==> config.mk <==
export PLATFORM = sky130hd
export DESIGN_NAME = i2s_tx_serializer
export DESIGN_NICKNAME = d
export VERILOG_FILES = /design/src/rtl/toi2s_pkg.sv /design/src/rtl/i2s_bclk_gen.sv /design/src/rtl/i2s_tx_serializer.sv
export SDC_FILE = /design/constraint.sdc
export NUM_CORES = 1
export LEC_CHECK = 0
export ABC_CLOCK_PERIOD_IN_PS = 2420
export CAP_MARGIN = 20
export CORE_MARGIN = 2
export CORE_UTILIZATION = 40
export DETAILED_ROUTE_END_ITERATION = 12
export GPL_TIMING_DRIVEN = 0
export SLEW_MARGIN = 30
export SYNTH_ARGS = -nofsm -noshare
export SYNTH_HDL_FRONTEND = slang
export SYNTH_HIERARCHICAL = 1
export SYNTH_SLANG_ARGS = --single-unit
==> constraint.sdc <==
create_clock -name clk -period 2.42 [get_ports clk]
set_input_delay 0.242 -clock clk [delete_from_list [all_inputs] [get_ports clk]]
set_output_delay 0.242 -clock clk [all_outputs]
set_load 0.02 [all_outputs]
==> src/rtl/toi2s_pkg.sv <==
// Shared definitions for the toi2s output path.
// Holds the default channel width and bit-clock divider, the serializer
// FSM state type and the frame-length helper.
package toi2s_pkg;

    localparam int WIDTH_DEF     = 16;
    localparam int BCLK_DIV_DEF  = 4;
    localparam int FRAME_LEN_DEF = 2 * WIDTH_DEF;

    typedef enum logic {
        IDLE = 1'b0,
        RUN  = 1'b1
    } i2s_state_t;

    function automatic int frame_len(input int width);
        return 2 * width;
    endfunction

endpackage

==> src/rtl/i2s_bclk_gen.sv <==
// Bit-clock divider for the I2S transmitter.
// Counts clk cycles 0..BCLK_DIV-1 while run is high and produces a
// registered bclk plus single-cycle rise/fall ticks. The counter and bclk
// are held at zero while run is low.
//
// Ports:
//   clk       in   system clock
//   rst_n     in   asynchronous active-low reset
//   run       in   divider enable; low clears the counter and bclk
//   bclk      out  registered bit clock
//   rise_tick out  high in the cycle whose closing edge raises bclk
//   fall_tick out  high in the cycle whose closing edge lowers bclk
module i2s_bclk_gen #(
    parameter int BCLK_DIV = 4
) (
    input  logic clk,
    input  logic rst_n,
    input  logic run,
    output logic bclk,
    output logic rise_tick,
    output logic fall_tick
);

    localparam int DW = $clog2(BCLK_DIV);
    localparam logic [DW-1:0] RISE_AT = DW'(BCLK_DIV / 2 - 1);
    localparam logic [DW-1:0] FALL_AT = DW'(BCLK_DIV - 1);

    logic [DW-1:0] div_cnt;

    assign rise_tick = run && (div_cnt == RISE_AT);
    assign fall_tick = run && (div_cnt == FALL_AT);

    always_ff @(posedge clk or negedge rst_n) begin
        if (!rst_n) begin
            div_cnt <= '0;
            bclk    <= 1'b0;
        end else if (!run) begin
            div_cnt <= '0;
            bclk    <= 1'b0;
        end else if (fall_tick) begin
            div_cnt <= '0;
            bclk    <= 1'b0;
        end else begin
            div_cnt <= div_cnt + 1'b1;
            if (rise_tick) begin
                bclk <= 1'b1;
            end
        end
    end

endmodule

==> src/rtl/i2s_tx_serializer.sv <==
// I2S transmit serializer and bus clock master.
// Accepts stereo PCM pairs over valid/ready into a one-deep holding
// register and shifts them out MSB first as BCLK/LRCLK/SDATA. A frame is
// 2*WIDTH bit clocks; the frame in progress always completes when ena drops.
//
// Build option: define I2S_TX_LEFT_JUSTIFIED_EN for left-justified framing
// (lrclk high during the left word, no one-bit delay). Default is Philips I2S.
//
// Ports:
//   clk      in   system clock
//   rst_n    in   asynchronous active-low reset
//   ena      in   run enable
//   s_valid  in   sample pair valid
//   s_ready  out  holding register empty (registered)
//   s_left   in   left sample, two's complement
//   s_right  in   right sample, two's complement
//   bclk     out  bit clock
//   lrclk    out  word select, 0 = left (I2S mode)
//   sdata    out  serial data, MSB first
//   underrun out  one-clk pulse when a frame starts with the hold empty
//
// State | meaning
// IDLE  | bus outputs held low, counters parked, hold may still be filled
// RUN   | divider running, one frame shifted per 2*WIDTH bit clocks
module i2s_tx_serializer
    import toi2s_pkg::*;
#(
    parameter int WIDTH    = WIDTH_DEF,
    parameter int BCLK_DIV = BCLK_DIV_DEF
) (
    input  logic             clk,
    input  logic             rst_n,
    input  logic             ena,
    input  logic             s_valid,
    output logic             s_ready,
    input  logic [WIDTH-1:0] s_left,
    input  logic [WIDTH-1:0] s_right,
    output logic             bclk,
    output logic             lrclk,
    output logic             sdata,
    output logic             underrun
);

    localparam int FRAME = frame_len(WIDTH);
    localparam int BW    = $clog2(FRAME);
    localparam logic [BW-1:0] LAST     = BW'(FRAME - 1);
    localparam logic [BW-1:0] LEFT_END = BW'(WIDTH - 1);
    localparam logic [BW-1:0] LR_END   = BW'(FRAME - 2);

    i2s_state_t state, state_nxt;

    logic [BW-1:0]    bit_cnt, bit_nxt;
    logic [FRAME-1:0] shreg, load_data;
    logic [WIDTH-1:0] hold_l, hold_r;
    logic             hold_full, hold_full_nxt;
    logic             run, fall_tick, frame_end, frame_load, xfer, lr_nxt;
    // The serializer only acts on falling bit-clock edges.
    logic             rise_tick_unused;

    i2s_bclk_gen #(
        .BCLK_DIV (BCLK_DIV)
    ) u_bclk_gen (
        .clk       (clk),
        .rst_n     (rst_n),
        .run       (run),
        .bclk      (bclk),
        .rise_tick (rise_tick_unused),
        .fall_tick (fall_tick)
    );

    assign run        = (state == RUN);
    assign frame_end  = fall_tick && (bit_cnt == LAST);
    assign frame_load = frame_end && ena;
    assign xfer       = s_valid && s_ready;
    assign bit_nxt    = (bit_cnt == LAST) ? '0 : bit_cnt + 1'b1;
    // The load sees the hold as it was before this edge, so a sample
    // arriving on the load edge waits for the next frame.
    assign load_data  = hold_full ? {hold_l, hold_r} : '0;

`ifdef I2S_TX_LEFT_JUSTIFIED_EN
    assign lr_nxt = (bit_nxt <= LEFT_END);
`else
    // Word select leads the data by one bit clock.
    assign lr_nxt = (bit_nxt >= LEFT_END) && (bit_nxt <= LR_END);
`endif

    always_comb begin
        state_nxt = state;
        case (state)
            IDLE:    if (ena) state_nxt = RUN;
            RUN:     if (frame_end && !ena) state_nxt = IDLE;
            default: state_nxt = IDLE;
        endcase
    end

    always_comb begin
        hold_full_nxt = hold_full;
        if (xfer) begin
            hold_full_nxt = 1'b1;
        end else if (frame_load) begin
            hold_full_nxt = 1'b0;
        end
    end

    always_ff @(posedge clk or negedge rst_n) begin
        if (!rst_n) begin
            state <= IDLE;
        end else begin
            state <= state_nxt;
        end
    end

    always_ff @(posedge clk or negedge rst_n) begin
        if (!rst_n) begin
            hold_full <= 1'b0;
            s_ready   <= 1'b1;
            hold_l    <= '0;
            hold_r    <= '0;
        end else begin
            hold_full <= hold_full_nxt;
            s_ready   <= !hold_full_nxt;
            if (xfer) begin
                hold_l <= s_left;
                hold_r <= s_right;
            end
        end
    end

    always_ff @(posedge clk or negedge rst_n) begin
        if (!rst_n) begin
            bit_cnt  <= LAST;
            shreg    <= '0;
            sdata    <= 1'b0;
            lrclk    <= 1'b0;
            underrun <= 1'b0;
        end else begin
            underrun <= 1'b0;
            if (!run || (frame_end && !ena)) begin
                bit_cnt <= LAST;
                shreg   <= '0;
                sdata   <= 1'b0;
                lrclk   <= 1'b0;
            end else if (fall_tick) begin
                bit_cnt <= bit_nxt;
                lrclk   <= lr_nxt;
                if (frame_load) begin
                    sdata    <= load_data[FRAME-1];
                    shreg    <= {load_data[FRAME-2:0], 1'b0};
                    underrun <= !hold_full;
                end else begin
                    sdata <= shreg[FRAME-1];
                    shreg <= {shreg[FRAME-2:0], 1'b0};
                end
            end
        end
    end

endmodule

Yosys cells after proc, flatten, opt, wreduce, memory -nomap -nowiden --
Index checks and enable logic that the tools add are counted. Widths: inputs -> output; s select.
Word-level totals: flip-flop bits (word level) 78, latch bits 0, memory bits (writable) 0, bits in read-only memories 0, output and inout port bits 5, memories 0
Cells by class: add/subtract/negate cells 2, $mul 0, div/mod/pow operators 0, $lt $le $gt $ge 2, equality and inequality tests 4, shifts and indexed selects 0, multiplexer cells 25, bitwise logic cells 1, reductions and logical operators 13
Operator list (number):
- $mux 32 | 4
- $mux 1 | 15
- $mux 5 | 3
- $logic_and 1x1->1 | 7
- $add 5x1->5 const B | 1
- $eq 5x5->1 const B | 1
- $ge 5x4->1 const B | 1
- $le 5x5->1 const B | 1
- $logic_not 1->1 | 4
- $mux 2 | 2
- $ne 3x1->1 const B | 1
- $add 2x1->2 const B | 1
- $eq 2x1->1 const B | 1
- $eq 2x2->1 const B | 1
- $pmux 1 s2 | 1
- $reduce_bool 2->1 | 1
- $logic_or 1x1->1 | 1
- $not 1->1 | 1

Longest topological paths before layout --
word-level depth 7, mapped depth 9, mapped depth without buffers 7

Cells and area by module --
Netlist, hierarchy kept.
By module, submodules not included:
- i2s_tx_serializer | instances 1, cells each 293, area each 3249.4 µm², seq. area each 1859.3 µm²
- i2s_bclk_gen | instances 1, cells each 13, area each 150.1 µm², seq. area each 75.1 µm²

Worst setup path after synthesis --
No wires, ideal clock.
path kind reg2reg, from reg bit_cnt[0], to reg sdata, setup time 0.127 ns, data arrival time 1.930 ns, data required time 2.293 ns, path slack 0.363 ns, cell stages (with the launch flop) 10, path buffers 2, clock period less this slack 2.057 ns, path through dfstp_2 ha_1 and3_1 ha_1 and3_1 buf_6 and3_4 buf_6 a222oi_1 inv_1
On the way: longest elaborated chain between the ends 6, elaborated cells between the ends (all ways) 9
RTL lines:
- from (decl) | line i2s_tx_serializer.sv:52 | logic [BW-1:0] bit_cnt, bit_nxt;
- from (signal assigned) | line i2s_tx_serializer.sv:144 | bit_cnt <= bit_nxt;
- $eq 5x5->1 (*) | line i2s_tx_serializer.sv:72 | assign frame_end = fall_tick && (bit_cnt == LAST);
- $logic_and 1x1->1 (*) | line i2s_tx_serializer.sv:72
- $logic_and 1x1->1 | line i2s_tx_serializer.sv:73 | assign frame_load = frame_end && ena;
- $mux 1 | line i2s_tx_serializer.sv:146 | if (frame_load) begin
- $mux 1 | line i2s_tx_serializer.sv:143 | end else if (fall_tick) begin
- $mux 1 | line i2s_tx_serializer.sv:138 | if (!run || (frame_end && !ena)) begin
- to (signal assigned) | line i2s_tx_serializer.sv:147 | sdata <= load_data[FRAME-1];
- to (signal assigned) | line i2s_tx_serializer.sv:151 | sdata <= shreg[FRAME-1];
- to (decl) | line i2s_tx_serializer.sv:40 | output logic sdata,
Mark *: on every way between the ends. The rest lies on a longest branch, timed or not. The select of a mux whose other input is x is not followed. A chain may end at the register's enable or synchronous reset.

Final worst setup path --
from reg bit_cnt[0], to reg shreg[25]
On the way: longest elaborated chain between the ends 6, elaborated cells between the ends (all ways) 9
RTL lines:
- $eq 5x5->1 (*) | line i2s_tx_serializer.sv:72
- $logic_and 1x1->1 (*) | line i2s_tx_serializer.sv:72
- $logic_and 1x1->1 | line i2s_tx_serializer.sv:73
- $mux 32 | line i2s_tx_serializer.sv:146
- $mux 32 | line i2s_tx_serializer.sv:143
- $mux 32 | line i2s_tx_serializer.sv:138
- to (signal assigned) | line i2s_tx_serializer.sv:148 | shreg <= {load_data[FRAME-2:0], 1'b0};
- to (signal assigned) | line i2s_tx_serializer.sv:152 | shreg <= {shreg[FRAME-2:0], 1'b0};
- to (decl) | line i2s_tx_serializer.sv:53 | logic [FRAME-1:0] shreg, load_data;
Marks and branches as above.

==> results summary <==
The element type at the critical path end is a flop. The run finished with clean final reports. Buffers added to address setup during post-CTS repair amount to 0. The detailed-route DRC error count came out at 0. The number of rows in the core area came out at 33.

The maximum number of pins on one net before global-route repair is 43. The synthesized netlist occupies a cell area of 0.00339 mm^2. The signal on the critical path passes through ha_2, and3_1, ha_1, buf_2, nand3_4, buf_2, a21oi_1, o21ai_0. The length of the first detailed-routing pass in iterations is 4. The highest achievable clock rate is 453 MHz. The final weighted congestion of routability-driven global placement is roughly 0.8. After detailed routing, the average wire length per cell comes to 14.6 um. The number of nets handed over by synthesis was approximately 350. The total of endpoints with negative setup slack in the final report is 0. Setup repair after global routing left no endpoint under its margin. In this design, the largest share of critical-path delay is due to flip-flops. Summed over all layers, the routed wires come to around 6800 um. The layout cell share with drive strength beyond 1 is between 20% and 30%.

The Yosys warning count is 6. The antenna diode count is 0. The largest individual stage delay along the critical path comes from the cell sky130_fd_sc_hd__dfstp_2. The number of antenna violations at the first check in global routing is 0. The gate count after technology mapping came out at 305.

The number of design-rule violations left by the first detailed-router iteration is roughly 170. The worst setup path is of the flop to flop kind. The relative slew slack came out at 62.9%. Once the floorplan was initialized, standard cells occupied 41.3% of the core. The final net count is 400.

The multi-input combinational cell area is 0.00133 mm^2. The number of buffers added by the clock tree synthesis step is 9. Counting every sink on the clock net gives 77.

The cell depth of the worst flop-to-flop path came out at 8. Relative to the synthesized area, the layout overhead comes to 22.9%. The first global-routing pass estimated 11700 um of wire. The core area came out at 0.00822 mm^2. The detailed placement HPWL came out at 4590 um. The net switching power of the design came out at 0.664 mW.

The clock transition at the registers of the reported paths came out at 0.08 ns. For this design the top-level I/O count stands at 41. The final critical path time including I/O delays and setup is 2.21 ns.

The clock network is responsible for between 30 and 40% of the overall power. The footprint of the flip-flops and latches is around 0.0019 mm^2. The cell-internal power is between 2 and 2.5 mW. The height of the die is 96.1 um. The count of port buffers added during placement is 40.

Combinational logic is responsible for 10.6% of the overall power. The count of fill cells added during filler insertion is approximately 760. STA classifies the critical path startpoint as a flop.

The post-route clock period utilization came out at 91.2%. In this design, the stage delay of the slowest critical-path cell is 0.63 ns. In this run the worst hold path is classified as input port to async pin. The count of buffer and inverter cells on the critical path came out at 2.

The sequential share of power is ~56%. The number of buffers on the longest clock path came out at 2. Global routing used between 10% and 20% of the available tracks. The required time reported for the critical path endpoint came out at between 2 and 3 ns. The insertion delay to the later sink of the worst-skew pair is 0.35 ns. Between clock sinks in the finished design, the worst skew comes to 0.00436 ns.

Following the worst setup path forward leads to its endpoint at shreg[25]. In this run the worst setup path begins at bit_cnt[0]. The actual slew at the worst max-slew pin is 0.556 ns. Using the TritonRoute via totals, the vias-per-cell ratio works out to about 5.

The critical-path maximum fanout is 10. The final max-slew violation count is 0. The count of vias placed by the detailed router came out at 2395. The average instance area after synthesis is approximately 11 um^2. In this run the register-to-register setup slack is 0.21 ns.

The final hold violation count came out at 0. After routing, the total negative slack on setup checks comes to 0 ns. The clock tree from TritonCTS is done.

Summed over all cells, the static leakage comes to roughly 1.9 nW. The number of global-route vias before repair was around 2400. The worst endpoint data arrival time came out at 2.43 ns.

The level count of the clock H-tree came out at 3. Net switching is 23.2% of the power. The area of the die came out at 0.00923 mm^2. The remaining global-route overflow is 0.

The max-capacitance violation count came out at 0. The worst voltage drop across the vdd grid is 310 uV. The power density normalized to cell area is 686 mW/mm^2. The die outline width is 96.1 um.

The tree is rooted in a sky130_fd_sc_hd__clkbuf_8. The antenna violation net count after detailed routing is 0. The cell that appears most often on the critical path is sky130_fd_sc_hd__buf_2.

The number of gates on the worst path with buffers counted is 8. The reg-to-reg endpoint is shreg[25]. The startpoint identified for the worst register-to-register timing path is bit_cnt[0]. The tightest hold path in the finished design has a slack of 0.386 ns.
## worst min path at each step
stage | start | endpoint | slack [ns] | cells past startpoint
final | rst_n | hold_r[11] | 0.39 | 2
after CTS | rst_n | hold_r[11] | 0.39 | 2
after global routing | rst_n | hold_l[4] | 0.41 | 2
after detailed placement | rst_n | hold_r[11] | 0.23 | 1
after global placement | u_bclk_gen/div_cnt[0] | u_bclk_gen/div_cnt[0] | 0.46 | 1
after floorplan | rst_n | hold_full | -0.05 | 0
## worst reg2reg max path: stages (launching register included)
cell and delay (ns):
sky130_fd_sc_hd__dfstp_2 0.63, sky130_fd_sc_hd__ha_2 0.28, sky130_fd_sc_hd__and3_1 0.18, sky130_fd_sc_hd__ha_1 0.15, sky130_fd_sc_hd__buf_2 0.23, sky130_fd_sc_hd__nand3_4 0.15, sky130_fd_sc_hd__buf_2 0.22, sky130_fd_sc_hd__a21oi_1 0.16
sky130_fd_sc_hd__o21ai_0 0.10
## power by group through the flow
| stage | combinational (mW) | clock (mW) | sequential, mW |
|---|---|---|---|
| after floorplan | 0.194 | 0 | 1.57 |
| after global placement | 0.295 | 0 | 1.61 |
| after detailed placement | 0.309 | 0 | 1.62 |
| after CTS | 0.312 | 0.998 | 1.59 |
| after global routing | 0.340 | 1.05 | 1.62 |
| final | 0.304 | 0.963 | 1.59 |
## metal layers
metal	part of all wire, %	vias to the layer above	GRT usage, %
met5	0	-	0
met4	1.8	0	6.55
met3	3.7	10	3.76
met2	45	49	24.6
met1	49	1158	24.2
li1	-	1178	-
## layout by cell type, fill, tap and decap left out, types with 8 or more instances in the layout
master                            instances
sky130_fd_sc_hd__and3_1                  26
sky130_fd_sc_hd__clkdlybuf4s50_1         39
sky130_fd_sc_hd__o21ai_0                 25
sky130_fd_sc_hd__a21oi_1                 30
sky130_fd_sc_hd__clkbuf_8                10
sky130_fd_sc_hd__dfrtp_1                 71
sky130_fd_sc_hd__inv_1                   12
sky130_fd_sc_hd__mux2_2                  32
sky130_fd_sc_hd__clkbuf_1                 8
sky130_fd_sc_hd__nand2_1                 35
sky130_fd_sc_hd__nor2_1                   8
## layout make-up
class,count,area share (%)
clock inverter,4,1.14
multi-input combinational,196,32.0
clock buffer,12,3.48
sequential,77,46.4
tap,105,3.15
inverter,12,1.08
buffer,20,2.49
timing repair buffer,42,10.3
## through the flow
stage / cells / total power, mW / utilization, % / setup WS, ns / cell area [um^2]
final: 468 / 2.86 / 50.7 / 0.213 / 4170
after global routing: 468 / 3.01 / 50.7 / 0.0201 / 4170
after CTS: 468 / 2.90 / 50.5 / 0.0101 / 4150
after detailed placement: 451 / 1.93 / 48.0 / -0.125 / 3940
after global placement: 450 / 1.91 / 47.8 / -1.65 / 3920
after floorplan: 305 / 1.76 / - / 0.363 / 3390
## flip-flops by register name (all words and copies together) (netlist names)
signal,cells
bit_cnt,5
hold_full,1
hold_l,16
hold_r,16
lrclk,1
run,1
s_ready,1
sdata,1
shreg,31
u_bclk_gen/bclk,1
u_bclk_gen/div_cnt,2
underrun,1
## timing repair
item / CTS / global route
endpoints found under the setup margin: 21 / 31
hold buffers: 1 / 0
resized for setup: 4 / 12
endpoints found under the hold margin: 34 / 0
No activity file was read; power rests on OpenSTA's default activity.
